File: src/rtl/riscv_pkg.sv
// Shared core constants and fetch control state encoding.
// Imported by the fetch stage and its skid buffer.
package riscv_pkg;

    localparam logic [31:0] RESET_PC_DEFAULT = 32'h0000_0000;
    localparam int          INSTR_W          = 32;
    localparam logic [31:0] PC_STEP          = 32'd4;

    typedef enum logic [1:0] {
        FS_RUN,
        FS_HOLD,
        FS_FLUSH
    } fetch_state_e;

endpackage

File: src/rtl/fetch_skid_buf.sv
// One-entry pc+instr holding register for the fetch stage.
// Flush beats load, load beats release.
module fetch_skid_buf
    import riscv_pkg::*;
(
    input  logic               clk,
    input  logic               rst_n,
    input  logic               load,
    input  logic               rel,
    input  logic               flush,
    input  logic [31:0]        pc_in,
    input  logic [INSTR_W-1:0] instr_in,
    output logic               valid,
    output logic [31:0]        pc,
    output logic [INSTR_W-1:0] instr
);

    always_ff @(posedge clk or negedge rst_n) begin
        if (!rst_n) begin
            valid <= 1'b0;
            pc    <= '0;
            instr <= '0;
        end else if (flush) begin
            valid <= 1'b0;
        end else if (load) begin
            valid <= 1'b1;
            pc    <= pc_in;
            instr <= instr_in;
        end else if (rel) begin
            valid <= 1'b0;
        end
    end

endmodule

File: src/rtl/instr_fetch.sv
// Instruction fetch stage: PC, imem read port, skid buffer, redirect.
// Optional FETCH_MISALIGN_CHECK_EN adds a sticky misaligned-target fault.
module instr_fetch
    import riscv_pkg::*;
#(
    parameter logic [31:0] RESET_PC = RESET_PC_DEFAULT
) (
    input  logic               clk,
    input  logic               rst_n,
    output logic [31:0]        imem_addr,
    input  logic [INSTR_W-1:0] imem_rdata,
    input  logic               redirect_valid,
    input  logic [31:0]        redirect_pc,
    output logic               id_valid,
    input  logic               id_ready,
    output logic [31:0]        id_pc,
    output logic [INSTR_W-1:0] id_instr
`ifdef FETCH_MISALIGN_CHECK_EN
    ,
    output logic               fetch_fault
`endif
);

    logic [31:0]        pc_q;
    logic               req_valid_q;
    logic [31:0]        req_pc_q;
    logic               skid_valid;
    logic [31:0]        skid_pc;
    logic [INSTR_W-1:0] skid_instr;
    fetch_state_e       st_q;
    fetch_state_e       st_d;
    logic               blocked;
    logic [31:0]        tgt_pc;
    logic               issue;
    logic               capture;
    logic               rel;

`ifdef FETCH_MISALIGN_CHECK_EN
    logic fault_q;

    always_ff @(posedge clk or negedge rst_n) begin
        if (!rst_n) begin
            fault_q <= 1'b0;
        end else if (redirect_valid && (redirect_pc[1:0] != 2'b00)) begin
            fault_q <= 1'b1;
        end
    end

    assign blocked     = fault_q;
    assign tgt_pc      = redirect_pc;
    assign fetch_fault = fault_q;
`else
    assign blocked = 1'b0;
    assign tgt_pc  = redirect_pc & ~32'h3;
`endif

    // HOLD tracks a full skid buffer, so it gates issue.
    assign issue = (st_q != FS_HOLD)
                 & ~(req_valid_q & ~id_ready)
                 & ~redirect_valid
                 & ~blocked;

    assign capture = req_valid_q & ~skid_valid
                   & ~id_ready & ~redirect_valid;
    assign rel     = skid_valid & id_ready;

    always_ff @(posedge clk or negedge rst_n) begin
        if (!rst_n) begin
            pc_q        <= RESET_PC;
            req_valid_q <= 1'b0;
            req_pc_q    <= RESET_PC;
        end else if (redirect_valid) begin
            pc_q        <= tgt_pc;
            req_valid_q <= 1'b0;
        end else if (issue) begin
            req_valid_q <= 1'b1;
            req_pc_q    <= pc_q;
            pc_q        <= pc_q + PC_STEP;
        end else begin
            req_valid_q <= 1'b0;
        end
    end

    always_ff @(posedge clk or negedge rst_n) begin
        if (!rst_n) begin
            st_q <= FS_RUN;
        end else begin
            st_q <= st_d;
        end
    end

    always_comb begin
        st_d = st_q;
        case (st_q)
            FS_RUN:  if (capture) st_d = FS_HOLD;
            FS_HOLD: if (rel) st_d = FS_RUN;
            default: st_d = FS_RUN;
        endcase
        if (redirect_valid) st_d = FS_FLUSH;
    end

    fetch_skid_buf u_skid (
        .clk      (clk),
        .rst_n    (rst_n),
        .load     (capture),
        .rel      (rel),
        .flush    (redirect_valid),
        .pc_in    (req_pc_q),
        .instr_in (imem_rdata),
        .valid    (skid_valid),
        .pc       (skid_pc),
        .instr    (skid_instr)
    );

    assign imem_addr = pc_q;
    assign id_valid  = skid_valid | req_valid_q;
    assign id_pc     = skid_valid ? skid_pc : req_pc_q;
    assign id_instr  = skid_valid ? skid_instr : imem_rdata;

endmodule

File: config.mk
export PLATFORM = sky130hd
export DESIGN_NAME = instr_fetch
export DESIGN_NICKNAME = d
export VERILOG_FILES = /design/src/rtl/riscv_pkg.sv /design/src/rtl/fetch_skid_buf.sv /design/src/rtl/instr_fetch.sv
export SDC_FILE = /design/constraint.sdc
export NUM_CORES = 1
export LEC_CHECK = 0
export BUFFER_PORTS_ARGS = -buffer_cell sky130_fd_sc_hd__buf_2
export CAP_MARGIN = 20
export CORE_ASPECT_RATIO = 0.8
export CORE_MARGIN = 2
export CORE_UTILIZATION = 30
export DETAILED_ROUTE_END_ITERATION = 8
export GPL_TIMING_DRIVEN = 0
export SYNTH_ARGS = -nofsm -noshare
export SYNTH_HDL_FRONTEND = slang
export SYNTH_HIERARCHICAL = 1
export SYNTH_SLANG_ARGS = --single-unit
File: constraint.sdc
create_clock -name clk -period 2.1 [get_ports clk]
set_input_delay 0.315 -clock clk [delete_from_list [all_inputs] [get_ports clk]]
set_output_delay 0.315 -clock clk [all_outputs]
set_load 0.01 [all_outputs]
# After elaboration in Yosys (flattened, before gate mapping)
# Index checks and enable logic that the tools add are counted.
# classes
add_sub_neg	1
eq_ne	4
n_mux	13
bitwise_logic	12
reduce_logical	6
# ops
cell	count
2-to-1 mux 32 bit	4
adder 32 x 3 -> 32 bit, second input constant	1
bitwise AND 1 bit	7
2-to-1 mux 2 bit	3
!= test 3 bit, second input constant	2
AND reduction 2 bit	3
2-to-1 mux 1 bit	5
inverter 1 bit	4
one-hot mux 2 bit (2 select lines)	1
nonzero test 3 bit	1
== test 2 x 1 -> 1 bit, second input constant	1
zero test 2 bit	1
!= test 2 x 1 -> 1 bit, second input constant	1
nonzero test 2 bit	1
bitwise OR 1 bit	1
# totals
register_bits	132
inputBits	68
out_inout_bits	97
elab_cells	43

# Logic depth before layout (Yosys ltp)
# Gate-level depths: netlist of run 1.
# depth
word_depth	7
depth_mapped	8

# Cells and area by module
# Netlist of run 1, hierarchy kept.
# by_module_without_submodules
module	instances	cells_each	area_each_um2	seq_area_each_um2
instr_fetch	1	359	3895.0	1576.5
fetch_skid_buf	1	140	2741.4	1626.6

# Worst setup path before layout of run 1
# OpenSTA, ideal clock, no wires.
# synth_timing
path_type	flip-flop to flip-flop
from	register u_skid.valid
to	register u_skid.instr[0]
setup_time_ns	0.125
t_arrival_ns	1.949
setup_slack_ns	0.026
path_stages_with_launch	9
n_path_buf	5
synth_period_minus_slack_ns	2.074
cell_sequence	dfrtp_1 clkbuf_1 clkbuf_1 clkbuf_1 nor3b_1 nor2b_4 buf_12 buf_12 mux2_4
# synth_between
elab_chain_len	5
# synth_lines
item	line_no	source
start, declared	fetch_skid_buf.sv:13	output logic valid,
start signal, assigned	fetch_skid_buf.sv:20	valid <= 1'b0;
start signal, assigned	fetch_skid_buf.sv:24	valid <= 1'b0;
start signal, assigned	fetch_skid_buf.sv:26	valid <= 1'b1;
inverter 1 bit	instr_fetch.sv:63	assign capture = req_valid_q & ~skid_valid
bitwise AND 1 bit	instr_fetch.sv:63	
bitwise AND 1 bit (2 in series)	instr_fetch.sv:64	& ~id_ready & ~redirect_valid;
named net capture	instr_fetch.sv:35	logic capture;
AND reduction 2 bit (no line)	-	
end signal, assigned	fetch_skid_buf.sv:28	instr <= instr_in;
end, declared	fetch_skid_buf.sv:15	output logic [INSTR_W-1:0] instr
# The timed path passes the listed nets, and every way through them passes these cells.
# A chain may end at the register's enable or synchronous reset.

# Final worst setup path of run 1
# layout_timing
from	register u_skid.valid
to	output port id_pc[4]
# layout_between
elab_chain_len	1
# layout_lines
item	line_no	source
2-to-1 mux 32 bit	instr_fetch.sv:117	assign id_pc = skid_valid ? skid_pc : req_pc_q;
end, declared	instr_fetch.sv:16	output logic [31:0] id_pc,
# No other way between the ends.

==> results by group, run 1 <==
Drt
  – DR top layer: met4
  – Via Count: 4,497
  – DRC viols: 0
  – Met3 WL: 807 µm
  – Initial drt markers: 169
  – Pre-Repair DR Iteration Count: 4
  – DRT Wirelength: 16,100 µm
  – M1 WL: 8210 µm
  – WL met2: 7050 µm
  – Routed Antenna Nets: 0
  – Routed wire length per instance: 16.6 µm
  – Via/cell ratio: 4.62

Clocking
  – CTS tree: yes
  – H-Tree Depth: 4
  – Root Buffer: clkbuf_16
  – Num CTS Buffers: 17
  – Clock buffer depth: 2
  – Clock insertion delay at the later pin of the skew report: 0.41 ns
  – # clock sinks: 128
  – Worst-path clk slew: 0.06 ns

Floorplanning
  – I/O pins: 165
  – Starting Density: 30.7%
  – CORE AREA: 0.0216 mm²
  – Die width: 170 µm
  – Row count: 48
  – Die Height: 137 µm
  – Die area: 0.0233 mm²

Critical path
  – R2r worst-path depth: 7
  – Crit path DAT: 1.68 ns
  – Crit Path Class: reg2out
  – CP Launch Type: flip-flop
  – CP Max Fanout: 6
  – Worst setup EP type: output port
  – Flop2flop setup slack: 0.12 ns
  – CP required: 1.78 ns

Yosys
  – Most common cell in the synthesized netlist: dfrtp_1
  – Synth Instances: 499
  – Synth Register Bits: 128
  – Ranking of synthesized cells by area: dfrtp_1 (48%), mux2_2 (16%), mux2_4 (14%), xnor2_1 (3.2%), nand2_1 (2.1%)
  – Post-Syn Area: 0.00664 mm²
  – Synth warn: 6
  – Synth area leader: dfrtp_1
  – Post-synth EDFFs: 0
  – Synthesized area per cell: 13.3 µm²
  – Asr flop ratio synth: 100%
  – Synth unique cells: 47
  – Register area share after synthesis: 48.3%
  – Synth top cells by count: dfrtp_1 (128), mux2_2 (97), mux2_4 (60), nand2_1 (38), xnor2_1 (24)
  – Primary FF master, synth: dfrtp_1
  – Top cell type's share of synthesized area: 48.3%

Timing
  – Min cycle time layout: 2.00 ns
  – Final Max Tran Viols: 0
  – Slew at the pin closest to its max-slew limit: 0.622 ns
  – Final worst path period share: 95.1%
  – Fin. Hold Viols: 0
  – RSZ-0062 raised after global routing: false
  – Slew HR: 58.2%
  – Skew final: 0.00803 ns
  – # setup viols final: 0
  – Highest clock rate: 501 MHz

Pwr
  – Logic pwr share: 21.0%
  – LEAKAGE: 3.85 nW
  – Switching share of power: 26.4%
  – Power Density: 961 mW/mm²
  – Switch Pwr: 2.16 mW
  – Clock share of power: 37.3%
  – Worst vdd ir: 424 µV
  – Int Pwr: 6.03 mW
  – Seq pwr share: 41.7%

GRT
  – Total track usage: 14.6%
  – Global route overflow: 0
  – Initial antenna violation count: 1
  – Vias in the first global route: 4,577
  – First-pass GRT wire length: 25,800 µm
  – Largest net degree at the start of global routing: 70

Placed design
  – RePlAce Congestion: 0.752
  – DP HPWL: 11,600 µm
  – Placed inst area: 0.00783 mm²
  – # port buffers: 160

Run status
  – Status: finished, final reports clean

Finish
  – Layout cells sized above 1: 58.5%
  – Design area: 0.00853 mm²
  – Post-Route Utilization: 39.4%
  – Nets: 753
  – Fillers: 2,109
  – Area Overhead vs Synth: 28.5%

Worst hold path
  – Hold Path Depth: 3
  – Hold WC Path Type: in2reg

Job
  – Max Cap Violations: 0
-- routing by layer --
metal,up-vias,GRT usage (%)
met5,-,0
met4,0,2.99
met3,6,4.05
met2,112,21.6
met1,2242,21.1
li1,2137,-
-- final timing paths --
kind,start,end
setup / recovery,u_skid/valid,id_pc[4]
hold / removal,redirect_pc[2],imem_addr[2]
setup reg to reg,u_skid/valid,u_skid/pc[17]
hold reg to reg,st_q[1],st_q[0]
max in group asynchronous,rst_n,u_skid/valid
min in group asynchronous,rst_n,req_pc_q[8]
-- cell families (layout without fill, tap and decap cells) --
kind of cell	count (synthesis)	in the layout	synth area share (%)
other cells	1	5	0.0565
mux	159	159	30.3
fa+ha+maj	1	1	0.189
compound gates	34	34	2.85
flops	128	128	48.3
simple gates	106	106	10.2
buf+inv	44	239	4.64
xor+xnor	26	26	3.43
-- sequential cells by signal, summed over array words and instances, names as in the netlist --
signal	flops
u_skid/instr	32
u_skid/valid	1
u_skid/pc	32
st_q	2
req_valid_q	1
req_pc_q	30
imem_addr	30
-- critical path, cell delays in order (launching register included) --
cell and delay (ns):
dfrtp_2 0.46, clkbuf_16 0.18, buf_4 0.15, mux2_2 0.35, buf_2 0.14
-- power groups by stage --
stage / Clock (mW) / Combinational, mW / Sequential [mW]
after global routing: 3.30 / 1.87 / 3.50
after floorplan: 0 / 1.21 / 3.36
after CTS: 3.16 / 1.74 / 3.41
after global placement: 0 / 1.69 / 3.42
final: 3.06 / 1.72 / 3.42
after detailed placement: 0 / 1.72 / 3.44
-- final cells by class --
| class | count | area, µm² | share of cell area, % |
|---|---|---|---|
| Sequential cell | 128 | 3210 | 37.6 |
| Multi-Input combinational cell | 330 | 3140 | 36.9 |
| Timing Repair Buffer | 164 | 860 | 10.1 |
| Clock buffer | 19 | 453 | 5.31 |
| Tap cell | 275 | 344 | 4.03 |
| Buffer | 33 | 319 | 3.74 |
| Clock inverter | 13 | 161 | 1.89 |
| Inverter | 10 | 37.5 | 0.440 |
| Antenna cell | 1 | 2.50 | 0.0293 |
-- layout by cell type (no fill, tap or decap), types with 3 or more instances in the layout --
cell and count:
a31oi_1 3, and2_1 5, and4_1 4, buf_12 7
buf_2 167, buf_4 6, buf_6 3, bufinv_16 3
clkbuf_1 5, clkbuf_16 18, clkbuf_8 3, clkinv_2 3
clkinvlp_4 4, conb_1 4, dfrtp_1 125, dfrtp_2 3
inv_1 10, mux2_2 97, mux2_4 60, nand2_1 38
nand2b_1 3, nand3_1 5, nand4_1 4, nor2_1 7
nor2b_4 3, nor3_1 4, nor3_2 9, nor4_1 4
nor4_2 3, o21ai_0 13, o21ai_1 12, xnor2_1 24
-- metrics by stage --
stage / setup WS, ns / cells / hold WS [ns] / total power [mW] / setup TNS, ns
6_report: 0.103 / 973 / 0.117 / 8.19 / 0
3_3_place_gp: -1.17 / 937 / 0.475 / 5.12 / -194.24
5_1_grt: 0.0161 / 972 / 0.0987 / 8.67 / 0
3_5_place_dp: -0.635 / 938 / 0.336 / 5.16 / -46.33
4_1_cts: 0.00832 / 970 / 0.0916 / 8.31 / 0
2_1_floorplan: 0.0257 / 502 / 0.0194 / 4.57 / 0
-- timing repair --
action,4_1_cts,5_1_grt
endpoints found under the hold margin,59,0
buffers inserted,0,2
setup endpoints to repair,131,28
hold buffers,1,0
gates resized for setup,18,6
No activity file was read; power rests on OpenSTA's default activity.
==> run 2, diff against run 1 <==
- CORE_ASPECT_RATIO: 0.8 -> 0.9
==> results by group, run 2 (synthesis gave the netlist of run 1 again) <==
Floorplanning
  – Die width: 161 µm
  – Row count: 51
  – Die area: 0.0233 mm²
  – Starting Density: 30.6%
  – CORE AREA: 0.0217 mm²
  – I/O pins: 165
  – Die Height: 145 µm

Critical path
  – Crit Path Class: reg2out
  – CP Max Fanout: 10
  – CP Launch Type: flip-flop
  – Critical path origin: u_skid/valid
  – Crit path DAT: 1.72 ns
  – Critical Path Max Stage Delay: 0.44 ns
  – Reg2Reg Launch Point: u_skid/valid
  – Flop2flop setup slack: 0.08 ns
  – Worst path cell trace: clkbuf_8, clkbuf_8, mux2_2, buf_2
  – Worst setup EP type: output port
  – CP required: 1.78 ns
  – Slowest stage cell, crit path: dfrtp_2
  – Cell mode on critical path: clkbuf_8

Timing
  – Fin. Hold Viols: 0
  – Final worst path period share: 97.1%
  – Min cycle time layout: 2.04 ns
  – Slew HR: 59.1%
  – Final Max Tran Viols: 0
  – # setup viols final: 0
  – RSZ-0062 raised after global routing: true
  – Slew at the pin closest to its max-slew limit: 0.613 ns
  – Skew final: 0.00734 ns
  – Highest clock rate: 491 MHz
  – Setup TNS: 0 ns

GRT
  – Vias in the first global route: 4,687
  – Initial antenna violation count: 1
  – First-pass GRT wire length: 26,500 µm
  – Largest net degree at the start of global routing: 68
  – Global route overflow: 0
  – Total track usage: 14.8%

Drt
  – Initial drt markers: 156
  – Pre-Repair DR Iteration Count: 4
  – Routed Antenna Nets: 0
  – Via Count: 4,465
  – Via/cell ratio: 4.52
  – Routed wire length per instance: 16.8 µm
  – DRT Wirelength: 16,600 µm
  – DRC viols: 0

Clocking
  – H-Tree Depth: 4
  – CTS tree: yes
  – Num CTS Buffers: 17
  – Worst-path clk slew: 0.06 ns
  – Clock insertion delay at the later pin of the skew report: 0.42 ns
  – Root Buffer: clkbuf_16
  – # clock sinks: 128
  – Clock buffer depth: 2

Finish
  – Layout cells sized above 1: 58.2%
  – Top flop regs: u_skid/instr: 32 flops, u_skid/pc: 32 flops
  – Nets: 752
  – Area Overhead vs Synth: 28.5%
  – Commonest cells after routing, fill and taps aside: buf_2 (169), dfrtp_1 (126), mux2_2 (97), mux2_4 (60), nand2_1 (38)
  – Commonest non-fill, non-tap cell in the layout: buf_2

Run status
  – Status: finished, final reports clean

Placed design
  – RePlAce Congestion: 0.739
  – DP HPWL: 11,700 µm
  – # port buffers: 160

Job
  – Max Cap Violations: 0

Pwr
  – Tot Pwr: 8.21 mW
  – Worst vdd ir: 415 µV
  – Power Density: 963 mW/mm²
  – LEAKAGE: 3.84 nW

Worst hold path
  – Hold WC Path Type: in2reg
  – Hold Startpoint: redirect_pc[18]
run 2: metal layers:
metal,up-vias,share of wire [%],GRT usage (%)
li1,2137,-,-
met1,2191,47,20.2
met2,122,46,23.0
met3,15,5.7,3.97
met4,0,1.3,4.02
met5,-,0,0
run 2: through the flow:
step / hold slack, ns / util [%] / instance area, µm² / instances / setup slack, ns
final: 0.101 / 39.3 / 8530 / 988 / 0.0615
after global routing: 0.0867 / 39.3 / 8530 / 988 / -0.0198
after CTS: 0.0856 / 39.3 / 8520 / 987 / 0.000727
after detailed placement: 0.346 / 36.2 / 7850 / 954 / -0.715
after global placement: 0.472 / 36.0 / 7810 / 953 / -1.20
after floorplan: 0.0194 / - / 6650 / 502 / 0.0257
run 2: worst paths after layout:
path,endpoint,cells after the start
min,imem_addr[18],3
min in group asynchronous,u_skid/instr[30],2
max,id_instr[25],4
min reg2reg,st_q[0],1
max reg2reg,u_skid/pc[24],7
max in group asynchronous,imem_addr[24],3
run 2: power by group:
part,internal (mW),switching (mW)
Clock,1.90,1.18
Combinational,1.06,0.654
Sequential,3.03,0.385
Total,5.99,2.22
run 2: critical path, delay by kind of cell, from the launching register on:
kind                   cells  cell delay, ns
buffers and inverters      3            0.54
flip-flops                 1            0.44
multiplexers               1            0.33
run 2: what timing repair did:
item	CTS	global route
resized for setup	17	4
setup buffers	1	0
hold endpoints to repair	61	0
hold buffers	1	0
endpoints found under the setup margin	130	22
run 2: cell type report:
type	instances	area, µm²
clock inverters	13	161
clock buffers	19	443
diodes	1	2.50
inverters	10	37.5
well taps	291	364
flip-flops and latches	128	3210
fillers	2115	13200
multi-input cells	330	3150
plain buffers	33	305
repair buffers	163	865
==> run 3, diff against run 2 <==
- PLACE_DENSITY_LB_ADDON: not set -> 0.08
==> results by group, run 3 (synthesis gave the netlist of run 1 again) <==
Finish
  – Area Overhead vs Synth: 28.1%
  – Top flop regs: u_skid/instr: 32 flops, u_skid/pc: 32 flops
  – Commonest non-fill, non-tap cell in the layout: buf_2
  – Nets: 752
  – Design area: 0.00850 mm²
  – Commonest cells after routing, fill and taps aside: buf_2 (168), dfrtp_1 (126), mux2_2 (97), mux2_4 (60), nand2_1 (38)
  – Layout cells sized above 1: 58.0%
  – Post-Route Utilization: 39.2%

Timing
  – Fin worst setup slack: 0.0870 ns
  – Slew HR: 58.2%
  – Skew final: 0.0101 ns
  – Final worst path period share: 95.9%
  – Fin. Hold Viols: 0
  – Final Max Tran Viols: 0
  – Slew at the pin closest to its max-slew limit: 0.626 ns
  – Min cycle time layout: 2.01 ns
  – # setup viols final: 0
  – Highest clock rate: 497 MHz
  – Setup TNS: 0 ns
  – RSZ-0062 raised after global routing: true

Critical path
  – Critical Path Max Stage Delay: 0.44 ns
  – Worst setup EP type: output port
  – Worst path cell trace: buf_2, mux2_2, buf_2
  – Crit path DAT: 1.70 ns
  – CP Launch Type: flip-flop
  – CP required: 1.78 ns
  – Slowest stage cell, crit path: dfrtp_2
  – CP Max Fanout: 10
  – Crit Path Class: reg2out
  – Cell mode on critical path: buf_2
  – R2r worst-path depth: 6

Placed design
  – RePlAce Congestion: 0.745
  – # port buffers: 160
  – DP HPWL: 12,000 µm
  – Pre-CTS setup slack: -0.692 ns
  – Placed inst area: 0.00785 mm²

Drt
  – DRC viols: 0
  – Routed wire length per instance: 17.1 µm
  – Routed Antenna Nets: 0
  – Via/cell ratio: 4.55
  – Via Count: 4,494
  – Initial drt markers: 136
  – DRT Wirelength: 16,900 µm
  – Pre-Repair DR Iteration Count: 4

Clocking
  – Num CTS Buffers: 17
  – Clock buffer depth: 2
  – Root Buffer: clkbuf_16
  – Clock insertion delay at the later pin of the skew report: 0.41 ns
  – CTS tree: yes
  – # clock sinks: 128
  – H-Tree Depth: 4
  – Worst-path clk slew: 0.06 ns

Run status
  – Status: finished, final reports clean

GRT
  – Total track usage: 14.9%
  – Initial antenna violation count: 2
  – Global route overflow: 0
  – Largest net degree at the start of global routing: 67
  – First-pass GRT wire length: 27,100 µm
  – Vias in the first global route: 4,830

Worst hold path
  – Hold WC Path Type: in2reg
  – Hold Path Depth: 2

Pwr
  – Power Density: 956 mW/mm²
  – Worst vdd ir: 394 µV
  – LEAKAGE: 3.83 nW
  – Tot Pwr: 8.13 mW

Floorplanning
  – I/O pins: 165
  – CORE AREA: 0.0217 mm²
  – Die area: 0.0233 mm²
  – Die Height: 145 µm
  – Starting Density: 30.6%
  – Row count: 51
  – Die width: 161 µm

Job
  – Max Cap Violations: 0
==> run 3: cell count changes in the layout (fill, tap and decap cells not counted), sizes merged <==
cell,before,now
clkinv,4,6
inv,12,10
clkinvlp,4,3
==> run 3: worst paths after layout <==
kind / startpoint / slack, ns / endpoint
max: u_skid/valid / 0.09 / id_pc[5]
min: redirect_valid / 0.11 / u_skid/valid
max reg2reg: imem_addr[3] / 0.10 / imem_addr[28]
min reg2reg: st_q[1] / 0.50 / st_q[0]
max in group asynchronous: rst_n / 0.87 / imem_addr[2]
min in group asynchronous: rst_n / 0.46 / u_skid/pc[1]
==> run 3: cell type report <==
cell class / instances / area, µm²
well taps: 291 / 364
flip-flops and latches: 128 / 3210
multi-input cells: 330 / 3150
clock inverters: 12 / 143
diodes: 1 / 2.50
fillers: 2132 / 13200
clock buffers: 19 / 443
inverters: 10 / 37.5
repair buffers: 163 / 852
plain buffers: 33 / 307
==> run 3: worst max-delay path, delay by kind of cell (launching register included) <==
kind,cells,cell delay (ns)
buf+inv,2,0.46
flops,1,0.44
mux,1,0.38
==> run 3: metrics by stage <==
stage                     hold slack [ns]  std cells
final                               0.113        987
after global routing                0.102        986
after CTS                          0.0918        986
after detailed placement            0.360        954
after global placement              0.476        953
after floorplan                    0.0194        502
==> run 3: layer usage <==
metal	share of wire [%]	wire [µm]	track usage, %	vias to the layer above
li1	-	-	-	2123
met1	47	7950	19.6	2235
met2	46	7840	24.1	117
met3	5.2	886	4.26	17
met4	1.3	216	4.02	2
met5	0.065	11	0	-
==> run 3: power breakdown <==
group	switching (mW)	leakage, nW	internal [mW]
clock	1.11	0.284	1.88
combinational	0.665	2.00	1.06
sequential	0.384	1.55	3.03
total	2.16	3.83	5.97
==> run 3: repair_timing <==
item / CTS / global route
setup buffers: 1 / 0
endpoints found under the setup margin: 131 / 66
hold buffers: 1 / 0
gates resized for setup: 17 / 5
hold endpoints to repair: 62 / 0
